--- src/rtl/uart_byte_receiver.sv ---
// uart_byte_receiver: 8N1 UART receiver for the host-side RX pin of the bridge.
// The line is synchronised by two flops, and a START falling edge is detected.
// Each bit is sampled three times around its centre and decided by 2-of-3 majority.
// A received byte is handed to the frame parser over a valid/ready handshake.
module uart_byte_receiver #(
    parameter int CLK_FREQ_HZ     = 125_000_000,
    parameter int BAUD_RATE       = 115200,
    parameter int BIT_TIME_CYCLES = CLK_FREQ_HZ / BAUD_RATE
) (
    input  logic       clk,
    input  logic       rst,
    input  logic       uart_rx,
    output logic [7:0] rx_data,
    output logic       rx_valid,
    input  logic       rx_ready,
    output logic       frame_error,
    output logic       overrun_error,
    output logic       rx_busy
);

    localparam int MID = BIT_TIME_CYCLES / 2;
    localparam int CW  = $clog2(BIT_TIME_CYCLES);

    localparam logic [CW-1:0] CNT_ONE  = CW'(1);
    localparam logic [CW-1:0] CNT_LAST = CW'(BIT_TIME_CYCLES - 1);
    localparam logic [CW-1:0] CNT_S0   = CW'(MID - 1);
    localparam logic [CW-1:0] CNT_S1   = CW'(MID);
    localparam logic [CW-1:0] CNT_DEC  = CW'(MID + 1);

    localparam logic [2:0] ST_IDLE      = 3'd0;
    localparam logic [2:0] ST_START     = 3'd1;
    localparam logic [2:0] ST_DATA      = 3'd2;
    localparam logic [2:0] ST_STOP      = 3'd3;
    localparam logic [2:0] ST_WAIT_IDLE = 3'd4;

    // 2-of-3 vote across the three samples taken around the bit centre.
    function automatic logic maj3(input logic a, input logic b, input logic c);
        return (a & b) | (a & c) | (b & c);
    endfunction

    logic          rx_meta_r;
    logic          rx_sync_r;
    logic          rx_prev_r;
    logic [2:0]    state_r;
    logic [2:0]    state_nx_s;
    logic [CW-1:0] bit_cnt_r;
    logic [CW-1:0] bit_cnt_nx_s;
    logic [2:0]    bit_idx_r;
    logic [2:0]    bit_idx_nx_s;
    logic [7:0]    shreg_r;
    logic [7:0]    shreg_nx_s;
    logic          samp0_r;
    logic          samp1_r;
    logic          dec_s;
    logic          last_s;
    logic          maj_s;
    logic          byte_done_s;
    logic          frame_err_s;
    logic [7:0]    rx_data_r;
    logic          rx_valid_r;
    logic          frame_error_r;
    logic          overrun_error_r;
    logic          rx_busy_r;

    assign dec_s  = (bit_cnt_r == CNT_DEC);
    assign last_s = (bit_cnt_r == CNT_LAST);
    assign maj_s  = maj3(samp0_r, samp1_r, rx_sync_r);

    assign rx_data       = rx_data_r;
    assign rx_valid      = rx_valid_r;
    assign frame_error   = frame_error_r;
    assign overrun_error = overrun_error_r;
    assign rx_busy       = rx_busy_r;

    // Two-flop synchroniser plus a delayed copy for falling-edge detection; idles high.
    always_ff @(posedge clk) begin
        if (rst) begin
            rx_meta_r <= 1'b1;
            rx_sync_r <= 1'b1;
            rx_prev_r <= 1'b1;
        end else begin
            rx_meta_r <= uart_rx;
            rx_sync_r <= rx_meta_r;
            rx_prev_r <= rx_sync_r;
        end
    end

    // Frame sequencing: next state, bit timing, data shifting and completion events.
    always_comb begin
        state_nx_s   = state_r;
        bit_cnt_nx_s = bit_cnt_r;
        bit_idx_nx_s = bit_idx_r;
        shreg_nx_s   = shreg_r;
        byte_done_s  = 1'b0;
        frame_err_s  = 1'b0;
        case (state_r)
            ST_IDLE: begin
                if (!rx_sync_r && rx_prev_r) begin
                    state_nx_s   = ST_START;
                    bit_cnt_nx_s = '0;
                end else begin
                    state_nx_s   = ST_IDLE;
                end
            end
            ST_START: begin
                if (dec_s && maj_s) begin
                    // Line back high at mid-START: a glitch, not a frame.
                    state_nx_s   = ST_IDLE;
                    bit_cnt_nx_s = '0;
                end else if (last_s) begin
                    state_nx_s   = ST_DATA;
                    bit_cnt_nx_s = '0;
                    bit_idx_nx_s = 3'd0;
                end else begin
                    bit_cnt_nx_s = bit_cnt_r + CNT_ONE;
                end
            end
            ST_DATA: begin
                if (dec_s) begin
                    shreg_nx_s[bit_idx_r] = maj_s;
                end else begin
                    shreg_nx_s = shreg_r;
                end
                if (last_s) begin
                    bit_cnt_nx_s = '0;
                    if (bit_idx_r == 3'd7) begin
                        state_nx_s = ST_STOP;
                    end else begin
                        bit_idx_nx_s = bit_idx_r + 3'd1;
                    end
                end else begin
                    bit_cnt_nx_s = bit_cnt_r + CNT_ONE;
                end
            end
            ST_STOP: begin
                if (dec_s) begin
                    bit_cnt_nx_s = '0;
                    if (maj_s) begin
                        // Leave half a bit early so the next START edge is seen on time.
                        byte_done_s = 1'b1;
                        state_nx_s  = ST_IDLE;
                    end else begin
                        frame_err_s = 1'b1;
                        state_nx_s  = ST_WAIT_IDLE;
                    end
                end else begin
                    bit_cnt_nx_s = bit_cnt_r + CNT_ONE;
                end
            end
            ST_WAIT_IDLE: begin
                // A line held low (break) must return high before any new START.
                if (rx_sync_r) begin
                    state_nx_s = ST_IDLE;
                end else begin
                    state_nx_s = ST_WAIT_IDLE;
                end
            end
            default: begin
                state_nx_s   = ST_IDLE;
                bit_cnt_nx_s = '0;
            end
        endcase
    end

    // FSM and bit-timing registers; reset aborts any frame in progress.
    always_ff @(posedge clk) begin
        if (rst) begin
            state_r   <= ST_IDLE;
            bit_cnt_r <= '0;
            bit_idx_r <= 3'd0;
            shreg_r   <= 8'd0;
            rx_busy_r <= 1'b0;
        end else begin
            state_r   <= state_nx_s;
            bit_cnt_r <= bit_cnt_nx_s;
            bit_idx_r <= bit_idx_nx_s;
            shreg_r   <= shreg_nx_s;
            rx_busy_r <= (state_nx_s != ST_IDLE);
        end
    end

    // Capture the first two of the three majority samples; the third is live at the decision.
    always_ff @(posedge clk) begin
        if (rst) begin
            samp0_r <= 1'b1;
            samp1_r <= 1'b1;
        end else begin
            if (bit_cnt_r == CNT_S0) begin
                samp0_r <= rx_sync_r;
            end
            if (bit_cnt_r == CNT_S1) begin
                samp1_r <= rx_sync_r;
            end
        end
    end

    // Output handshake: load, accept-and-reload, overrun drop, and error pulses.
    always_ff @(posedge clk) begin
        if (rst) begin
            rx_data_r       <= 8'd0;
            rx_valid_r      <= 1'b0;
            frame_error_r   <= 1'b0;
            overrun_error_r <= 1'b0;
        end else begin
            frame_error_r   <= frame_err_s;
            overrun_error_r <= 1'b0;
            if (byte_done_s) begin
                if (!rx_valid_r) begin
                    rx_data_r  <= shreg_r;
                    rx_valid_r <= 1'b1;
                end else if (rx_ready) begin
                    rx_data_r  <= shreg_r;
                    rx_valid_r <= 1'b1;
                end else begin
                    overrun_error_r <= 1'b1;
                end
            end else if (rx_valid_r && rx_ready) begin
                rx_valid_r <= 1'b0;
            end
        end
    end

endmodule

--- config.mk ---
export PLATFORM = sky130hd
export DESIGN_NAME = uart_byte_receiver
export DESIGN_NICKNAME = d
export VERILOG_FILES = /design/src/rtl/uart_byte_receiver.sv
export SDC_FILE = /design/constraint.sdc
export NUM_CORES = 1
export LEC_CHECK = 0
export ABC_AREA = 1
export BUFFER_PORTS_ARGS = -buffer_cell sky130_fd_sc_hd__buf_2
export CAP_MARGIN = 0
export CORE_ASPECT_RATIO = 0.5
export CORE_MARGIN = 1.5
export CORE_UTILIZATION = 35
export CTS_BUF_LIST = sky130_fd_sc_hd__clkbuf_16
export CTS_CLUSTER_DIAMETER = 100
export DETAILED_ROUTE_END_ITERATION = 12
export GPL_ROUTABILITY_DRIVEN = 1
export GPL_TIMING_DRIVEN = 0
export PLACE_DENSITY = 0.5
export SLEW_MARGIN = 20
export SYNTH_ARGS = -nofsm -noshare
export SYNTH_HDL_FRONTEND = slang
export SYNTH_SLANG_ARGS = --single-unit
--- constraint.sdc ---
create_clock -name clk -period 3.7 [get_ports clk]
set_input_delay 0 -clock clk [delete_from_list [all_inputs] [get_ports clk]]
set_output_delay 0 -clock clk [all_outputs]
set_load 0.03 [all_outputs]
==> results of run 1 <==
layout by cell type (no fill, tap or decap), drive strengths merged, types with 5 or more instances in the layout:
| cell type | Yosys | layout |
|---|---|---|
| a21oi | 10 | 10 |
| buf | 4 | 18 |
| clkbuf | 2 | 7 |
| dfxtp | 42 | 42 |
| ha | 6 | 6 |
| inv | 50 | 51 |
| nand2 | 62 | 62 |
| nand3 | 31 | 31 |
| nand4 | 9 | 9 |
| nor2 | 57 | 57 |
| nor3 | 7 | 7 |
| o21ai | 19 | 19 |
| xor2 | 5 | 5 |
per-stage QoR:
| step | std cells | total power, uW |
|---|---|---|
| after CTS | 408 | 1020 |
| after global routing | 408 | 1050 |
| final | 408 | 1000 |
| after floorplan | 311 | 496 |
| after global placement | 398 | 508 |
| after detailed placement | 398 | 509 |
worst min-delay path: stages:
cell	delay, ns
clkbuf_1	0.21
nor2_1	0.15
nand2_1	0.05
inv_1	0.04
state kept, by name, summed over array words and instances (netlist names):
signal and flops:
rx_meta_r 1, rx_prev_r 1, bit_idx_r 3, frame_error 1, samp1_r 1, state_r 3
rx_busy 1, overrun_error 1, rx_sync_r 1, samp0_r 1, rx_valid 1, shreg_r 8
bit_cnt_r 11, rx_data 8
per-layer routing:
layer	up-vias	routed length, um	global-route usage (%)
li1	1027	-	-
met1	827	2510	21.6
met2	27	1930	25.0
met3	8	185	5.02
met4	0	69	5.36
met5	-	0	0
final timing paths:
path	to	slack (ns)	depth (start not counted)
hold reg to reg	rx_sync_r	0.41	1
setup / recovery	bit_cnt_r[3]	1.86	10
setup reg to reg	bit_cnt_r[3]	1.86	10
hold / removal	bit_cnt_r[6]	0.20	4
cell type report:
| class | count | area [sq um] |
|---|---|---|
| flip-flops and latches | 42 | 841 |
| well taps | 73 | 91.3 |
| fillers | 593 | 3200 |
| repair buffers | 16 | 90.1 |
| clock buffers | 5 | 125 |
| multi-input cells | 213 | 1070 |
| inverters | 50 | 190 |
| plain buffers | 6 | 31.3 |
| clock inverters | 3 | 43.8 |
what timing repair did:
action	4_1_cts	5_1_grt
hold endpoints to repair	2	0
setup endpoints to repair	0	0
hold buffers	2	0
power by group:
part           total [uW]  switching [uW]  internal (uW)
logic                41.3            28.5           12.7
clock network         505             185            319
registers             459            3.06            456
total                1000             217            788
cells in the mapped netlist:
| master | n | share of area, % |
|---|---|---|
| inv_2 | 2 | 0.35 |
| or2_2 | 3 | 0.88 |
| ha_1 | 6 | 3.5 |
| nor2_2 | 2 | 0.59 |
| o21ai_0 | 19 | 4.5 |
| nor2_4 | 2 | 1.1 |
| buf_1 | 2 | 0.35 |
| buf_6 | 1 | 0.53 |
| nand3_2 | 2 | 0.94 |
| nand4_1 | 9 | 2.6 |
| nand2_1 | 59 | 10 |
| nand2_2 | 3 | 0.88 |
| nor2_1 | 53 | 9.3 |
| nand3_1 | 29 | 6.8 |
| dfxtp_1 | 42 | 39 |
| nor3_4 | 2 | 1.5 |
| a21boi_0 | 1 | 0.35 |
| o211ai_1 | 3 | 1.1 |
| inv_4 | 1 | 0.29 |
| inv_1 | 47 | 8.3 |
| nor3_1 | 4 | 0.94 |
| buf_2 | 1 | 0.23 |
| nor3_2 | 1 | 0.47 |
| clkbuf_1 | 2 | 0.35 |
| xor2_1 | 5 | 2.1 |
| a21oi_1 | 10 | 2.3 |
kinds of logic (layout without fill, tap and decap cells):
family                     count (synthesis)  in the layout  share of synthesized area [%]
and+or+nand+nor                          169            169                           36.4
buffers and inverters                     56             80                           10.4
DFF                                       42             42                           39.4
AOI/OAI and AO/OA                         33             33                           8.21
adders and majority gates                  6              6                           3.52
xor gates and xnor gates                   5              5                           2.05
==> flow_summary.toml, run 1 <==
[detailed_routing]
dr_total_vias = 1889
drtPass1Iterations = 4
drt-initial-drc-count = 47
vias_per_cell = 4.63
ant_nets = 0
drc_errors = 0
drt-total-wl_um = 4690
post_drt_wl_per_cell_um = 11.5

[worst_setup_path]
timing.critical_path.from = "bit_cnt_r[1]"
worst_setup_path_start_kind = "flop"
path_max_fanout = 7
cp_common_cell = "nand2_1"
cp.arrival_ns = 2.02
cp_slowest_cell = "dfxtp_1"
path_class = "flop to flop"
required_ns = 3.89
worstReg2RegStart = "bit_cnt_r[1]"
crit_buf_inv = 2
critPathCaptureType = "flop"
crit_chain = "ha_1 -> nand3_1 -> nor2_1 -> nand2_2 -> nand2_1 -> nand2_1 -> inv_1 -> nand3_2 -> nand2_1 -> inv_1"
crit_family = "simple AND/OR/NAND/NOR gates"
slowest_delay_ns = 0.41

[layout]
syn_to_final_growth_pct = 16.4
post-route-util_pct = 43.7
drive_gt1_share_pct = 12.5
nets = 344
antennaDiodeCount = 0
final_cell_area_sq_um = 2480

[clock_tree]
cts_root_buf = "clkbuf_16"
numCtsBuffers = 5
clock_sinks = 42
cts.clk_slew.worst_paths_ns = 0.06
cts_resized = 0
clockBufferDepth = 2
htreeDepth = 2
post-cts-setup-buffers = 0
cts_tree = "done"
clock_latency_ns = 0.29

[die]
initial_core_util_pct = 37.5
die_y_um = 58.2
dieArea_sq_um = 6600
die_w_um = 113
num_rows = 19
coreArea_sq_um = 5680
io_pins = 16

[grt]
grt_usage_pct = 16.1
grt_pass1_wl_um = 7980
overflow = 0
grt_pass1_vias = 1654
grt_max_degree = 15
grt_antenna_before_repair = 0

[timing]
hold_viol_final = 0
fin_crit_ns = 1.84
period_share_pct = 49.6
setup_tns_ns = 0
holdWs_ns = 0.200
setup_viol = 0
rsz0062_at_grt = "no"
slew_headroom_pct = 60.9
fmax_mhz = 545
setup_ws_ns = 1.86
clock_skew_ns = 0.00418
tightest_slew_ns = 0.587
final_max_slew_viol_count = 0

[yosys]
syn_inst = 311
syn-num-nets = 321
synth-seq-cells = 42
yosysWarnings = 0
synth_area_per_cell_sq_um = 6.86
synth_cell_type_count = 26
ys_seq_area_share_pct = 39.4
syn_area_sq_um = 2130

[job]
drv_cap = 0

[placed_design]
dp_hpwl_um = 3520
gp_congestion = 0.899
dpl_cell_area_sq_um = 2290
post-place-ws_ns = 1.86
portBuffers = 14

[run_status]
status = "finished clean"

[power]
ir_worst_vdd_mv = 0.290
powerDensity_nw_per_um2 = 405
leakage_uw = 0.00117

[worst_hold_path]
hp-class = "primary input to flop"
min_from = "rst"
Note: power is estimated with default switching activity, not from simulation.
==> run 2: changes to the inputs <==
Settings changed: ABC_AREA 1 to 0.
Clock period 3.7 ns to 1.75 ns, I/O delays scaled along.
==> flow_summary.toml, run 2 <==
[clock_tree]
cts_tree = "done"
numCtsBuffers = 5
cts_root_buf = "clkbuf_16"
clock_sinks = 42
cts.clk_slew.worst_paths_ns = 0.07
htreeDepth = 2
clockBufferDepth = 2
clock_latency_ns = 0.29

[worst_hold_path]
hold_path_depth = 3
hp-class = "primary input to flop"
hold_end = "overrun_error"
min_from = "rx_ready"

[run_status]
violations = "setup timing"
status = "complete, but fails checks"

[yosys]
yosys.area.top_type = "dfxtp_1"
synth_ff_type = "dfxtp_1"
synth_area_per_cell_sq_um = 9.06
syn_inst = 228
synth_area_leaders = "dfxtp_1 41%, mux2i_1 8.2%, nor2_1 4.7%, a21oi_1 3.9%, ha_1 3.6%"
synth-async-reset-ratio_pct = 0
ys_seq_area_share_pct = 40.7
yosysWarnings = 0
synth_top_area_share_pct = 40.7
synth_edf_count = 0
syn-num-nets = 238
yosys.cell_count.top_type = "dfxtp_1"
synth_common_cells = "42 x dfxtp_1, 26 x nor2_1, 18 x nand2_1"
synth-seq-cells = 42
synth_cell_type_count = 45
syn_area_sq_um = 2070

[worst_setup_path]
path_max_fanout = 4
path_class = "flop to flop"
crit_buf_inv = 1
crit_family = "simple AND/OR/NAND/NOR gates"
cp.arrival_ns = 2.08
critPathCaptureType = "flop"
worstReg2RegStart = "bit_cnt_r[5]"
required_ns = 1.90
rrSetupSlack_ns = -0.18
worst_setup_path_start_kind = "flop"
crit_chain = "or4b_4 -> nor4_4 -> buf_4 -> a2111oi_4 -> o31ai_2 -> o311ai_1"
reg2reg_to = "rx_busy"
slowest_delay_ns = 0.56
r2r_cells = 6
cp_slowest_cell = "or4b_4"

[die]
initial_core_util_pct = 37.0
io_pins = 16
die_y_um = 57.3
coreArea_sq_um = 5590
die_w_um = 112
num_rows = 19
dieArea_sq_um = 6400

[layout]
antennaDiodeCount = 0
syn_to_final_growth_pct = 32.9
layout_commonest_cell = "dfxtp_1"
post-route-util_pct = 49.1
largest-register = "bit_cnt_r"
final_cell_mix = "33 x dfxtp_1, 25 x nor2_1, 18 x nand2_1, 17 x mux2i_1, 15 x buf_2"
drive_gt1_share_pct = 34.2
largest_register_ffs = 11
nets = 281

[job]
drv_cap = 0

[power]
leakage_uw = 0.00121
ir_worst_vdd_mv = 0.386
powerDensity_nw_per_um2 = 724

[timing]
fin_crit_ns = 1.93
period_share_pct = 110
setup_viol = 34
fmax_mhz = 517
rsz0062_at_grt = "yes"
clock_skew_ns = 0.00646
tightest_slew_ns = 0.589
setup_ws_ns = -0.184
slew_headroom_pct = 60.8
hold_viol_final = 0
final_max_slew_viol_count = 0

[grt]
grt_pass1_wl_um = 7970
grt_antenna_before_repair = 0
grt_pass1_vias = 1681
grt_max_degree = 16
overflow = 0
grt_usage_pct = 16.0

[detailed_routing]
vias_per_cell = 5.14
drc_errors = 0
dr_total_vias = 1773
post_drt_wl_per_cell_um = 14.4
drt-initial-drc-count = 55
drt-total-wl_um = 4950
drtPass1Iterations = 4
ant_nets = 0

[placed_design]
gp_congestion = 0.816
dp_hpwl_um = 3000
portBuffers = 15
post-place-ws_ns = -0.347
==> run 2: cell type report <==
| class | count | area (sq um) |
|---|---|---|
| clock inverters | 3 | 23.8 |
| well taps | 73 | 91.3 |
| clock buffers | 5 | 125 |
| repair buffers | 39 | 298 |
| multi-input cells | 166 | 1260 |
| flip-flops and latches | 42 | 857 |
| plain buffers | 11 | 61.3 |
| fillers | 537 | 2840 |
| inverters | 6 | 25.0 |
==> run 2: cells by family (layout without fill, tap and decap cells) <==
kind of cell / count (synthesis) / after routing / synth area share [%]
buffers and inverters: 20 / 64 / 4.85
AND/OR/NAND/NOR: 98 / 98 / 27.5
adder cells (fa/ha/maj): 7 / 7 / 4.12
XOR/XNOR: 1 / 1 / 0.424
multiplexers: 17 / 17 / 8.24
AO/OA/AOI/OAI: 43 / 43 / 14.2
flip-flops: 42 / 42 / 40.7
==> run 2: report_power, final <==
group          leakage (uW)  switching, uW  total, uW  internal, uW
Sequential         0.000344           9.40        969           960
Combinational      0.000798           50.5       80.6          30.2
Clock             0.0000664            405        938           534
==> run 2: how the worst max path moves through the flow <==
stage / end / depth (start not counted) / slack, ns / startpoint
after floorplan: rx_busy / 7 / -0.13 / bit_cnt_r[6]
after global placement: bit_cnt_r[6] / 7 / -0.34 / bit_cnt_r[3]
after detailed placement: bit_cnt_r[0] / 8 / -0.35 / bit_cnt_r[0]
after CTS: rx_busy / 8 / -0.26 / bit_cnt_r[6]
after global routing: rx_busy / 6 / -0.30 / bit_cnt_r[5]
final: rx_busy / 6 / -0.18 / bit_cnt_r[5]
==> run 2: routing by layer <==
metal / track usage, % / wire length [um] / up-vias
met3: 4.57 / 114 / 6
met5: 0 / 0 / -
li1: - / - / 907
met1: 19.8 / 2490 / 838
met4: 5.42 / 35 / 0
met2: 27.3 / 2310 / 22
==> run 2: timing repair <==
item / 4_1_cts / 5_1_grt
gates resized for setup: 23 / 33
pin swaps: 14 / 20
setup endpoints to repair: 36 / 37
cloned: 1 / 1
endpoints found under the hold margin: 2 / 0
buffers inserted: 14 / 6
hold buffers: 2 / 0
==> run 2: tightest hold or removal path, cell delays in order <==
cell and delay, ns:
buf_2 0.07, nand2b_1 0.17, nor3_1 0.07
==> run 2: through the flow <==
step	hold WS [ns]	TNS [ns]	instance area, sq um	cells	power, uW
floorplan	0.104	-1.48	2070	228	1040
global placement	0.193	-8.03	2230	316	1060
detailed placement	0.194	-8.72	2230	316	1060
CTS	0.0643	-6.32	2610	340	2010
global route	0.106	-6.83	2750	345	2080
finish	0.0682	-3.49	2750	345	1990
==> run 3: changes to the inputs <==
Settings changed: CELL_PAD_IN_SITES_DETAIL_PLACEMENT set to 0, CELL_PAD_IN_SITES_GLOBAL_PLACEMENT set to 1, PLACE_DENSITY 0.5 to 0.62.
==> flow_summary.toml, run 3 (synthesis gave the netlist of run 2 again) <==
[run_status]
status = "complete, but fails checks"
violations = "setup timing"

[worst_setup_path]
r2r_cells = 6
worstReg2RegStart = "bit_cnt_r[5]"
reg2reg_to = "samp0_r"
timing.critical_path.from = "bit_cnt_r[5]"
worst_setup_path_start_kind = "flop"
path_max_fanout = 5
cp.arrival_ns = 2.17
rrSetupSlack_ns = -0.24
critPathCaptureType = "flop"
path_class = "flop to flop"
required_ns = 1.92

[grt]
grt_pass1_vias = 1669
overflow = 0
grt_max_degree = 15
grt_antenna_before_repair = 0
grt_usage_pct = 16.9
grt_pass1_wl_um = 8240

[placed_design]
portBuffers = 15
gp_congestion = 0.760
dp_hpwl_um = 3170
dpl_cell_area_sq_um = 2230
post-place-ws_ns = -0.404

[detailed_routing]
drtPass1Iterations = 4
dr_total_vias = 1806
vias_per_cell = 5.25
post_drt_wl_per_cell_um = 14.7
ant_nets = 0
drt-total-wl_um = 5050
drc_errors = 0
drt-initial-drc-count = 54

[power]
leakage_uw = 0.00123
powerDensity_nw_per_um2 = 766
ir_worst_vdd_mv = 0.479

[worst_hold_path]
hold_end = "overrun_error"
hold_path_depth = 3
min_from = "rx_ready"
hp-class = "primary input to flop"

[layout]
largest_register_ffs = 11
antennaDiodeCount = 0
final_cell_area_sq_um = 2790
final_cell_mix = "32 x dfxtp_1, 25 x nor2_1, 17 x buf_4, 17 x mux2i_1, 17 x nand2_1"
multiInputGateArea_sq_um = 1320
drive_gt1_share_pct = 36.2
syn_to_final_growth_pct = 35.3
layout_commonest_cell = "dfxtp_1"
nets = 280
register_area_sq_um = 861
largest-register = "bit_cnt_r"
fillers = 530

[clock_tree]
clockBufferDepth = 2
clock_sinks = 42
cts_root_buf = "clkbuf_16"
cts_tree = "done"
numCtsBuffers = 5
clock_latency_ns = 0.29
htreeDepth = 2
cts.clk_slew.worst_paths_ns = 0.06

[timing]
fin_crit_ns = 1.99
slew_headroom_pct = 58.8
tightest_slew_ns = 0.618
fmax_mhz = 502
setup_viol = 36
setup_tns_ns = -5.56
hold_viol_final = 0
setup_ws_ns = -0.243
clock_skew_ns = 0.00668
period_share_pct = 114
final_max_slew_viol_count = 0
rsz0062_at_grt = "yes"

[die]
die_y_um = 57.3
io_pins = 16
die_w_um = 112
initial_core_util_pct = 37.0
num_rows = 19
dieArea_sq_um = 6400
coreArea_sq_um = 5590

[job]
drv_cap = 0
[run 3: cell types whose count changed in the layout (fill, tap and decap cells not counted), sizes merged]
cell | previous run | this run
bufinv | 0 | 1
buf | 40 | 39
clkinv | 0 | 1
clkinvlp | 2 | 0
[run 3: through the flow]
stage | hold WS [ns] | util [%] | cells | total power, uW
2_1_floorplan | 0.104 | - | 228 | 1040
3_3_place_gp | 0.184 | 40.0 | 316 | 1060
3_5_place_dp | 0.187 | 40.0 | 316 | 1060
4_1_cts | 0.0579 | 46.6 | 338 | 2150
5_1_grt | 0.137 | 50.0 | 344 | 2230
6_report | 0.113 | 50.0 | 344 | 2140
[run 3: per-layer routing]
layer / wire (um) / GRT usage (%)
met4: 90 / 7.23
met3: 168 / 5.31
met5: 0 / 0
met2: 2190 / 25.2
met1: 2600 / 23.0
[run 3: where the power goes]
| part | switching [uW] | internal [uW] |
|---|---|---|
| Clock | 405 | 676 |
| Combinational | 53.9 | 36.7 |
| Sequential | 9.01 | 959 |
[run 3: final cells by class]
| cell class | count | area share (%) |
|---|---|---|
| Timing Repair Buffer | 37 | 9.31 |
| Inverter | 6 | 0.896 |
| Clock inverter | 3 | 1.57 |
| Buffer | 12 | 2.60 |
| Clock buffer | 5 | 4.48 |
| Multi-Input combinational cell | 166 | 47.1 |
| Sequential cell | 42 | 30.8 |
| Tap cell | 73 | 3.27 |
[run 3: what timing repair did]
item,in CTS,in global routing
pin swaps,10,12
endpoints found under the setup margin,36,39
resized for setup,23,39
hold buffers,2,0
gates cloned,2,1
buffers inserted,11,6
endpoints found under the hold margin,2,0
[run 3: critical path, stage by stage, from the launching register on]
cell and delay, ns:
dfxtp_2 0.34, or4b_4 0.57, buf_6 0.14, nor3_4 0.27, buf_4 0.18, a21boi_1 0.06
a311o_1 0.31
[run 3: how the worst max path moves through the flow]
stage	endpoint	slack, ns	cells past startpoint
floorplan	rx_busy	-0.13	7
global placement	bit_cnt_r[7]	-0.37	7
detailed placement	bit_cnt_r[7]	-0.40	7
CTS	rx_busy	-0.29	8
global route	rx_data[4]	-0.35	6
finish	samp0_r	-0.24	6
